<file path="src/rtl/pmod_led_fader_if.sv">
// Pmod LED fader interface: the sequencer-side controls in, PWM pins and status out.
interface pmod_led_fader_if #(
    parameter int unsigned CH = 8
);
    logic          enable;
    logic          tick;
    logic [CH-1:0] pattern;
    logic [CH-1:0] led;
    logic          active;
    logic          tick_drop;

    // Sequencer side: drives run control, tick and pattern; observes the LEDs.
    modport master (
        output enable,
        output tick,
        output pattern,
        input  led,
        input  active,
        input  tick_drop
    );

    // Fader side: consumes run control, tick and pattern; drives the LED pins.
    modport slave (
        input  enable,
        input  tick,
        input  pattern,
        output led,
        output active,
        output tick_drop
    );
endinterface : pmod_led_fader_if

</file>
<file path="src/rtl/pmod_led_fader.sv">
// Per-channel PWM LED fader: lit channels snap to full duty, unlit ones decay one
// step per tick; duty updates land only on the PWM period boundary.
module pmod_led_fader #(
    parameter int unsigned CH        = 8,
    parameter int unsigned PWM_BITS  = 8,
    parameter int unsigned FADE_STEP = 64
) (
    input  logic              clk,
    input  logic              rst_n,
    pmod_led_fader_if.slave   bus
);

    localparam int unsigned DUTY_MAX_I = (1 << PWM_BITS) - 1;
    localparam logic [PWM_BITS-1:0] DUTY_MAX = PWM_BITS'(DUTY_MAX_I);
    localparam logic [PWM_BITS-1:0] CNT_LAST = PWM_BITS'(DUTY_MAX_I - 1);
    localparam logic [PWM_BITS-1:0] STEP     = PWM_BITS'(FADE_STEP);

    logic [PWM_BITS-1:0] cnt_q, cnt_d;
    logic [PWM_BITS-1:0] duty_q [CH];
    logic [PWM_BITS-1:0] duty_d [CH];
    logic                tick_prev_q, tick_prev_d;
    logic                tick_pend_q, tick_pend_d;
    logic [CH-1:0]       led_q, led_d;
    logic                active_q, active_d;
    logic                tick_drop_q, tick_drop_d;

    logic                tick_ev;
    logic                boundary;
    logic                apply;

    // Rising-edge tick detect, period boundary and update strobe.
    always_comb begin
        tick_ev  = bus.tick & ~tick_prev_q;
        boundary = (cnt_q == CNT_LAST);
        apply    = bus.enable & boundary & (tick_pend_q | tick_ev);
    end

    // Next-state: counter, pending flag, duty update and registered outputs.
    always_comb begin
        cnt_d       = cnt_q;
        tick_prev_d = bus.tick;
        tick_pend_d = tick_pend_q;
        tick_drop_d = 1'b0;
        led_d       = '0;
        active_d    = 1'b0;
        for (int i = 0; i < int'(CH); i++) begin
            duty_d[i] = duty_q[i];
        end

        if (!bus.enable) begin
            // Blanked: everything but the tick history is cleared.
            cnt_d       = '0;
            tick_pend_d = 1'b0;
            for (int i = 0; i < int'(CH); i++) begin
                duty_d[i] = '0;
            end
        end else begin
            cnt_d = boundary ? '0 : cnt_q + PWM_BITS'(1);

            if (apply) begin
                tick_pend_d = 1'b0;
            end else if (tick_ev) begin
                tick_pend_d = 1'b1;
                // Second edge before the boundary is folded into the pending one.
                tick_drop_d = tick_pend_q;
            end

            if (apply) begin
                for (int i = 0; i < int'(CH); i++) begin
                    if (bus.pattern[i]) begin
                        duty_d[i] = DUTY_MAX;
                    end else if (duty_q[i] >= STEP) begin
                        duty_d[i] = duty_q[i] - STEP;
                    end else begin
                        duty_d[i] = '0;
                    end
                end
            end

            for (int i = 0; i < int'(CH); i++) begin
                led_d[i] = (duty_q[i] > cnt_q);
            end
        end

        // Tracks the duty registers as they will be after this edge.
        for (int i = 0; i < int'(CH); i++) begin
            active_d = active_d | (duty_d[i] != '0);
        end
    end

    // State registers with synchronous active-low reset.
    always_ff @(posedge clk) begin
        if (!rst_n) begin
            cnt_q       <= '0;
            tick_prev_q <= 1'b0;
            tick_pend_q <= 1'b0;
            led_q       <= '0;
            active_q    <= 1'b0;
            tick_drop_q <= 1'b0;
            for (int i = 0; i < int'(CH); i++) begin
                duty_q[i] <= '0;
            end
        end else begin
            cnt_q       <= cnt_d;
            tick_prev_q <= tick_prev_d;
            tick_pend_q <= tick_pend_d;
            led_q       <= led_d;
            active_q    <= active_d;
            tick_drop_q <= tick_drop_d;
            for (int i = 0; i < int'(CH); i++) begin
                duty_q[i] <= duty_d[i];
            end
        end
    end

    assign bus.led       = led_q;
    assign bus.active    = active_q;
    assign bus.tick_drop = tick_drop_q;

endmodule : pmod_led_fader

</file>
<file path="src/flat_wrapper.sv">
// flat-port wrapper written by rule: the top's interface ports become plain ports
module pmod_led_fader_flat 
#(
    parameter int unsigned CH        = 8,
    parameter int unsigned PWM_BITS  = 8,
    parameter int unsigned FADE_STEP = 64
)
  (clk, rst_n, bus_enable, bus_tick, bus_pattern, bus_led, bus_active, bus_tick_drop);
  pmod_led_fader_if #(.CH(CH)) bus_i ();
  input  logic clk;
  input  logic rst_n;
  input wire logic [$bits(bus_i.enable)-1:0] bus_enable;
  input wire logic [$bits(bus_i.tick)-1:0] bus_tick;
  input wire logic [$bits(bus_i.pattern)-1:0] bus_pattern;
  output wire logic [$bits(bus_i.led)-1:0] bus_led;
  output wire logic [$bits(bus_i.active)-1:0] bus_active;
  output wire logic [$bits(bus_i.tick_drop)-1:0] bus_tick_drop;
  assign bus_i.enable = bus_enable;
  assign bus_i.tick = bus_tick;
  assign bus_i.pattern = bus_pattern;
  assign bus_led = bus_i.led;
  assign bus_active = bus_i.active;
  assign bus_tick_drop = bus_i.tick_drop;
  pmod_led_fader #(.CH(CH), .PWM_BITS(PWM_BITS), .FADE_STEP(FADE_STEP)) u_core (.clk(clk), .rst_n(rst_n), .bus(bus_i));
endmodule
</file>
<file path="config.mk">
export PLATFORM = sky130hd
export DESIGN_NAME = pmod_led_fader_flat
export DESIGN_NICKNAME = d
export VERILOG_FILES = /design/src/rtl/pmod_led_fader_if.sv /design/src/rtl/pmod_led_fader.sv /design/src/flat_wrapper.sv
export SDC_FILE = /design/constraint.sdc
export NUM_CORES = 1
export LEC_CHECK = 0
export BUFFER_PORTS_ARGS = -buffer_cell sky130_fd_sc_hd__buf_4
export CORE_ASPECT_RATIO = 0.5
export CORE_MARGIN = 2
export CORE_UTILIZATION = 50
export DETAILED_ROUTE_END_ITERATION = 8
export MAX_ROUTING_LAYER = met4
export PLACE_DENSITY = 0.74
export SYNTH_ARGS = -nofsm -noshare
export SYNTH_HDL_FRONTEND = slang
export SYNTH_SLANG_ARGS = --single-unit
</file>
<file path="constraint.sdc">
create_clock -name clk -period 3.4 [get_ports clk]
set_input_delay 0.51 -clock clk [delete_from_list [all_inputs] [get_ports clk]]
set_output_delay 0.51 -clock clk [all_outputs]
set_load 0.02 [all_outputs]
</file>
== After elaboration in Yosys (flattened, before gate mapping) ==
Memory sizes are Yosys's and may differ from the RTL's.
Index checks and enable logic that the tools add are counted.
W data, S select, Z words.

* Memory bits (writable): 64
* Word-level logic and storage cells: 96
* Memories kept: 1
* Output and inout bits: 10
* Flip-flop bits (word level): 20

{| class="wikitable"
|+ Memory list
! memory !! words !! bits a word !! read ports !! clocked after Yosys merged registers in !! wr ports !! RTL line !! RTL
|-
| u_core.duty_q || 8 || 8 || 8 || 0 || 8 || pmod_led_fader.sv:19 || <nowiki>logic [PWM_BITS-1:0] duty_q [CH];</nowiki>
|}

* Bitwise operators: 23
* Multiplexer cells: 28
* $add $sub $neg: 9
* Order comparisons: 16
* Reduce and logical (&&, ||, !) cells: 12
* Equality and inequality tests: 1

{| class="wikitable"
|+ Operators by type and width
! operator !! number
|-
| $mux W8 || 24
|-
| $mux W64 || 2
|-
| $ge A8 B7 Y1 const B || 8
|-
| $gt A8 B8 Y1 || 8
|-
| $reduce_bool A8 Y1 || 8
|-
| $sub A8 B7 Y8 const B || 8
|-
| $or A1 B1 Y1 || 16
|-
| $add A8 B1 Y8 const B || 1
|-
| $eq A8 B8 Y1 const B || 1
|-
| $reduce_or A3 Y1 || 2
|-
| $not A1 Y1 || 4
|-
| $reduce_or A4 Y1 || 1
|-
| $and A1 B1 Y1 || 3
|-
| $mux W1 || 2
|-
| $reduce_and A2 Y1 || 1
|}

== Depth between registers and ports, before layout ==
Gate-level depths: netlist (run 1).

* Word-level depth: 14
* Mapped depth: 10
* Depth with buffers taken out: 8

== Least setup slack after synthesis (run 1) ==
No wires, ideal clock.

* Kind: register -> register
* Start point: register u_core.cnt_q[0]
* End point: register u_core.active_q, in the netlist u_core.bus.active
* Period minus slack after synthesis: 2,294 ps
* Stages on the path, launching flop included: 10
* Path slack: 1,106 ps
* Setup time: 138 ps
* Data arrival time: 2,156 ps
* Data required time: 3,262 ps
* Cells stage by stage: dfxtp_1 -> inv_1 -> ha_1 -> and3_1 -> o2111ai_4 -> clkbuf_1 -> mux2_2 -> nor4_1 -> and4_1 -> a41oi_1

* Cells in the longest elaborated chain, start to end: 13

{| class="wikitable"
|+ RTL lines
! what !! RTL line !! RTL
|-
| start: declaration || pmod_led_fader.sv:18 || <nowiki>logic [PWM_BITS-1:0] cnt_q, cnt_d;</nowiki>
|-
| start signal: assignment || pmod_led_fader.sv:104 || <nowiki>cnt_q <= cnt_d;</nowiki>
|-
| $eq A8 B8 Y1 * || pmod_led_fader.sv:34 || <nowiki>boundary = (cnt_q == CNT_LAST);</nowiki>
|-
| $and A1 B1 Y1 * (2 in series) || pmod_led_fader.sv:35 || <nowiki>apply = bus.enable & boundary & (tick_pend_q | tick_ev);</nowiki>
|-
| $mux W64 * || pmod_led_fader.sv:68 || <nowiki>if (apply) begin</nowiki>
|-
| $mux W64 * || pmod_led_fader.sv:50 || <nowiki>if (!bus.enable) begin</nowiki>
|-
| $reduce_bool A8 Y1 || pmod_led_fader.sv:87 || <nowiki>active_d = active_d | (duty_d[i] != '0);</nowiki>
|-
| $or A1 B1 Y1 (6 in series) || pmod_led_fader.sv:87 ||
|-
| $or A1 B1 Y1 * || pmod_led_fader.sv:87 ||
|-
| end signal: assignment || pmod_led_fader.sv:108 || <nowiki>active_q <= active_d;</nowiki>
|-
| end: declaration || pmod_led_fader.sv:24 || <nowiki>logic active_q, active_d;</nowiki>
|}

Every way passes the cells marked *; elsewhere a longest branch is shown, timed or not.
A chain may end at the register's enable or synchronous reset.

== Final worst setup path (run 1) ==
* Start point: register u_core.cnt_q[1]
* End point: register u_core.active_q, in the netlist u_core.bus.active

The elaborated chain is that of the path after synthesis.

==> results of run 1 <==
-- metrics by stage --
step	cells	utilization, %	total power [mW]	area (um2)	hold WS, ns
global route	683	58.6	2.14	5190	0.365
detailed placement	667	55.3	1.11	4900	0.462
CTS	683	58.6	2.08	5190	0.367
finish	683	58.6	2.07	5190	0.368
global placement	667	55.3	1.11	4900	0.458
floorplan	544	-	1.07	4640	0.445
-- sequential cells by signal, summed over array words and instances, names as in the netlist --
signal / flops
u_core.tick_pend_q: 1
u_core.bus.led: 8
u_core.bus.active: 1
u_core.bus.tick_drop: 1
u_core.duty_q: 64
u_core.tick_prev_q: 1
u_core.cnt_q: 8
-- cells in the mapped netlist (6+ instances only) --
cell type	instances
inv_1	26
a211oi_1	7
or3_1	12
o21ai_0	24
ha_1	66
nor2_1	29
nand3_1	9
dfxtp_1	84
o211a_1	8
clkbuf_1	13
a21oi_1	81
nand4_1	17
nand2_1	64
nand2b_1	8
xnor2_1	6
a21o_1	16
nor3_1	10
nor4_1	12
nor2b_1	10
-- layout make-up --
cell class | count | area [um2]
well taps | 117 | 146
clock buffers | 10 | 229
fillers | 790 | 3670
flip-flops and latches | 84 | 1680
inverters | 26 | 97.6
clock inverters | 6 | 65.1
repair buffers | 25 | 188
multi-input cells | 415 | 2790
-- power breakdown --
| part | total (mW) | leakage (nW) | switching (mW) | internal [mW] |
|---|---|---|---|---|
| clock network | 0.976 | 0.131 | 0.409 | 0.567 |
| registers | 0.992 | 0.677 | 0.00286 | 0.989 |
| logic | 0.100 | 1.40 | 0.0612 | 0.0393 |
| total | 2.07 | 2.21 | 0.473 | 1.60 |
-- logic make-up (layout without fill, tap and decap cells) --
| logic type | Yosys count | count (layout) | share of synthesized area (%) |
|---|---|---|---|
| AO/OA/AOI/OAI | 152 | 152 | 20.1 |
| multiplexers | 2 | 2 | 0.458 |
| flip-flops | 84 | 84 | 36.2 |
| adder cells (fa/ha/maj) | 66 | 66 | 17.8 |
| XOR/XNOR | 6 | 6 | 1.13 |
| AND/OR/NAND/NOR | 189 | 189 | 20.5 |
| buffers and inverters | 45 | 67 | 3.80 |
-- worst max-delay path, stage by stage (launching register included) --
cell,delay [ns]
dfxtp_1,0.38
ha_1,0.16
and3_1,0.28
o2111a_1,0.87
a31oi_1,0.22
nor4_1,0.30
and4_1,0.22
a41oi_1,0.08
-- layout by cell type (no fill, tap or decap), drive strengths merged, types with 10 or more instances in the layout --
cell / instances
a21o: 16
a21oi: 81
buf: 25
clkbuf: 10
dfxtp: 84
ha: 66
inv: 26
nand2: 64
nand4: 17
nor2: 29
nor2b: 10
nor3: 10
nor4: 12
o21ai: 24
or3: 12
-- worst max-delay path by stage --
| stage | startpoint | end | slack [ns] | cells after the start |
|---|---|---|---|---|
| 3_5_place_dp | bus_tick | u_core.bus.active | 0.56 | 7 |
| 3_3_place_gp | bus_tick | u_core.bus.active | 0.66 | 7 |
| 4_1_cts | u_core.cnt_q[1] | u_core.bus.active | 0.70 | 7 |
| 6_report | u_core.cnt_q[1] | u_core.bus.active | 0.69 | 7 |
| 2_1_floorplan | u_core.cnt_q[0] | u_core.bus.active | 1.11 | 9 |
| 5_1_grt | u_core.cnt_q[1] | u_core.bus.active | 0.51 | 7 |
-- metal layers --
layer / part of all wire (%) / wire (um) / track usage (%) / vias up
met5: 0 / 0 / - / -
met4: 1.6 / 178 / 8.31 / 0
met3: 6.0 / 675 / 6.40 / 22
met2: 42 / 4740 / 35.6 / 113
met1: 50 / 5710 / 34.0 / 1883
li1: - / - / - / 2014
==> summary.md, run 1 <==
| Metric | Value |
|---|---|
| Status | `complete, no violations` |
| Total wire length | `11300 um` |
| Hold Startpoint | `bus_tick` |
| GRT overflow | `0` |
| Clk Tree Root Cell | `clkbuf_16` |
| Sequential fraction of the synthesis area | `36.2%` |
| Fin Setup TNS | `0 ns` |
| CTS tree | `done` |
| Detailed-route via count | `4032` |
| Dpl hpwl | `7790 um` |
| First-pass GRT wire length | `18800 um` |
| Die Wd | `140 um` |
| RSZ-0062 raised after global routing | `false` |
| Yosys top cell area share | `36.2%` |
| Max_slew headroom | `31.4%` |
| Die ar. | `0.0101 mm2` |
| Critical R2R Launch | `u_core.cnt_q[1]` |
| Dominant synthesized flop cell | `dfxtp_1` |
| Hold depth | `2` |
| Core area | `0.00886 mm2` |
| Worst EP required | `3.57 ns` |
| Post-Syn Area | `0.00464 mm2` |
| Async SR Flop Fraction | `0%` |
| RD Place Congestion | `0.878` |
| 1st-pass router iterations | `5` |
| Postcts setup bufs | `0` |
| Seq cells post-synth | `84` |
| Flop2flop setup slack | `0.69 ns` |
| Cell accounting for the most synthesized area | `dfxtp_1` |
| Row Count | `24` |
| VDD IR max | `0.000257 V` |
| Initial DRC Count | `321` |
| # port buffers | `21` |
| Die Ht | `72.1 um` |
| CTS Buffer Depth | `2` |
| Distinct cells, synth | `44` |
| # hold bufs at CTS | `0` |
| Crit-path max FO | `29` |
| FF-to-FF End | `u_core.bus.active` |
| Synth top area cells | `dfxtp_1 36%, ha_1 18%, a21oi_1 8.7%` |
| Final Max Tran Viols | `0` |
| Drt wl/cell | `16.5 um` |
| Vias in the first global route | `3703` |
| Largest net degree at the start of global routing | `52` |
| Worst Skew | `0.00668 ns` |
| Crit path kind | `flip-flop to flip-flop` |
| Max Cap Violations | `0` |
| Fin. Hold Viols | `0` |
| Yosys Warn Count | `0` |
| Fmax | `369 MHz` |
| DR vias/cell | `5.90` |
| P_leak | `2.21 nW` |
| IO Pins | `22` |
| Clock-pin transition on the worst setup and hold timing paths | `0.06 ns` |
| NumNets Final | `639` |
| Critical Path Source Type | `flip-flop` |
| Cells after Synth | `544` |
| Worst EP arrival | `2.88 ns` |
| Layout cells sized above 1 | `8.30%` |
| Post-synth EDFFs | `0` |
| Period utilization | `79.6%` |
| # DRC | `0` |
| Avg Cell Area, Syn | `8.53 um2` |
| Initial antenna violation count | `0` |
| WHS Endpoint | `u_core.tick_prev_q` |
| Total track usage | `24.7%` |
| Post-route antenna net violation count | `0` |
| TritonCTS Buffers | `9` |
| Clock Sinks | `84` |
| Worst reg2reg path depth | `7` |
| Worst slack at placement | `0.558 ns` |
| Antenna cells | `0` |
| Max H-tree Level | `3` |
| Tmin final | `2.71 ns` |
| Resize count post-CTS | `0` |
| Crit end category | `flip-flop` |
| HP Class | `primary input to flip-flop` |
| Starting Density | `52.4%` |
| Setup violations, final | `0` |
| Post-route setup slack | `0.693 ns` |
| Syn nets | `622` |
| PD cells | `398 mW/mm2` |
| Least-Margin Pin Slew | `1.03 ns` |
| P&R area growth vs syn | `11.9%` |
| Skew-Pair Late Insertion Delay | `0.35 ns` |
Note: power is estimated with default switching activity, not from simulation.
==> run 2: changes to the inputs <==
clock period = 2.5 ns   (was 3.4 ns; I/O delays follow)
==> summary.md, run 2 (same netlist as run 1, synthesis figures left out) <==
| Metric | Value |
|---|---|
| Skew-Pair Late Insertion Delay | `0.34 ns` |
| NumNets Final | `652` |
| Fmax | `437 MHz` |
| Initial antenna violation count | `0` |
| Placed Area | `0.00500 mm2` |
| Clock-pin transition on the worst setup and hold timing paths | `0.06 ns` |
| First-pass GRT wire length | `18700 um` |
| Core area | `0.00886 mm2` |
| # DRC | `0` |
| Drt wl/cell | `16.5 um` |
| Vias in the first global route | `3754` |
| RD Place Congestion | `0.920` |
| Total track usage | `24.6%` |
| Top reg by flops | `u_core.duty_q` |
| Worst hold slack | `0.250 ns` |
| Max_slew headroom | `57.9%` |
| # hold bufs at CTS | `0` |
| Row Count | `24` |
| Max H-tree Level | `3` |
| Resize count post-CTS | `0` |
| Worst EP required | `2.70 ns` |
| CTS Buffer Depth | `2` |
| Largest register FFs | `64` |
| Total wire length | `11400 um` |
| VDD IR max | `0.000414 V` |
| Hold Startpoint | `bus_tick` |
| Crit-path cells | `inv_1, ha_1, and3_1, o2111ai_4, buf_4, or4_1, a21oi_1, o2111a_1, a41oi_1` |
| Fin Setup TNS | `0 ns` |
| Crit end category | `flip-flop` |
| Postcts setup bufs | `0` |
| Layout cells sized above 1 | `10.6%` |
| Initial DRC Count | `396` |
| IO Pins | `22` |
| PD cells | `553 mW/mm2` |
| Post-route cell area | `0.00532 mm2` |
| Die Wd | `140 um` |
| Layout Cells excl Fill | `695` |
| Most frequent cells in the layout | `84 x dfxtp_1, 81 x a21oi_1, 66 x ha_1, 63 x nand2_1, 38 x buf_4` |
| RSZ-0062 raised after global routing | `false` |
| Critical R2R Launch | `u_core.cnt_q[0]` |
| Fillers | `769` |
| Clk Tree Root Cell | `clkbuf_16` |
| Detailed-route via count | `4104` |
| Commonest non-fill, non-tap cell in the layout | `dfxtp_1` |
| Worst slack at placement | `0.130 ns` |
| Placed cell count | `680` |
| Worst EP arrival | `2.49 ns` |
| DR vias/cell | `5.91` |
| Least-Margin Pin Slew | `0.625 ns` |
| Largest net degree at the start of global routing | `31` |
| Post-route antenna net violation count | `0` |
| Post-route setup slack | `0.212 ns` |
| Fin. Hold Viols | `0` |
| Starting Density | `52.4%` |
| P_leak | `2.29 nW` |
| Tmin final | `2.29 ns` |
| Max Cap Violations | `0` |
| Hold depth | `2` |
| Antenna cells | `0` |
| Clock Sinks | `84` |
| WHS Endpoint | `u_core.tick_prev_q` |
| Status | `complete, no violations` |
| CP peak stage delay | `0.40 ns` |
| P&R area growth vs syn | `14.7%` |
| 1st-pass router iterations | `5` |
| Crit path kind | `flip-flop to flip-flop` |
| Pwr Total | `2.94 mW` |
| Worst Skew | `0.00929 ns` |
| Setup violations, final | `0` |
| Max stage delay cell, worst path | `or4_1` |
| CTS tree | `done` |
| Crit-path max FO | `13` |
| Critical Path Source Type | `flip-flop` |
| FF-to-FF End | `u_core.bus.active` |
| Final Max Tran Viols | `0` |
| Worst reg2reg path depth | `9` |
| Period utilization | `91.5%` |
| # port buffers | `21` |
| TritonCTS Buffers | `9` |
| Die Ht | `72.1 um` |
| Die ar. | `0.0101 mm2` |
| Dpl hpwl | `8130 um` |
| HP Class | `primary input to flip-flop` |
| Flop2flop setup slack | `0.21 ns` |
| Final Util | `60.1%` |
| GRT overflow | `0` |
-- run 2: final cells by class --
type	count	area (um2)	share of cell area, %
multi-input combinational	415	2790	52.4
sequential	84	1680	31.6
timing repair buffer	38	285	5.36
clock buffer	10	239	4.49
tap	117	146	2.75
inverter	26	97.6	1.83
clock inverter	5	85.1	1.60
-- run 2: where the power goes --
part	switching, mW	internal [mW]
clock	0.550	0.902
sequential	0.00376	1.35
combinational	0.0838	0.0570
-- run 2: worst max-delay path, delay by kind of cell, from the launching register on --
kind	cells	cell delay (ns)
and+or+nand+nor	2	0.66
AOI/OAI and AO/OA	4	0.71
DFF	1	0.32
buffers and inverters	2	0.32
adders and majority gates	1	0.14
-- run 2: how the worst max path moves through the flow --
stage / startpoint / slack (ns) / to / cells after the start
finish: u_core.cnt_q[0] / 0.21 / u_core.bus.active / 9
global route: u_core.cnt_q[1] / 0.09 / u_core.bus.active / 8
CTS: u_core.cnt_q[1] / 0.1 / u_core.bus.active / 8
detailed placement: u_core.cnt_q[1] / 0.13 / u_core.bus.active / 8
global placement: u_core.cnt_q[1] / 0.22 / u_core.bus.active / 8
floorplan: u_core.cnt_q[0] / 0.21 / u_core.bus.active / 9
-- run 2: per-layer routing --
layer	part of all wire (%)	track usage (%)
met1	49	33.4
met5	0	-
met3	6.2	5.48
met2	44	37.8
met4	0.83	5.95
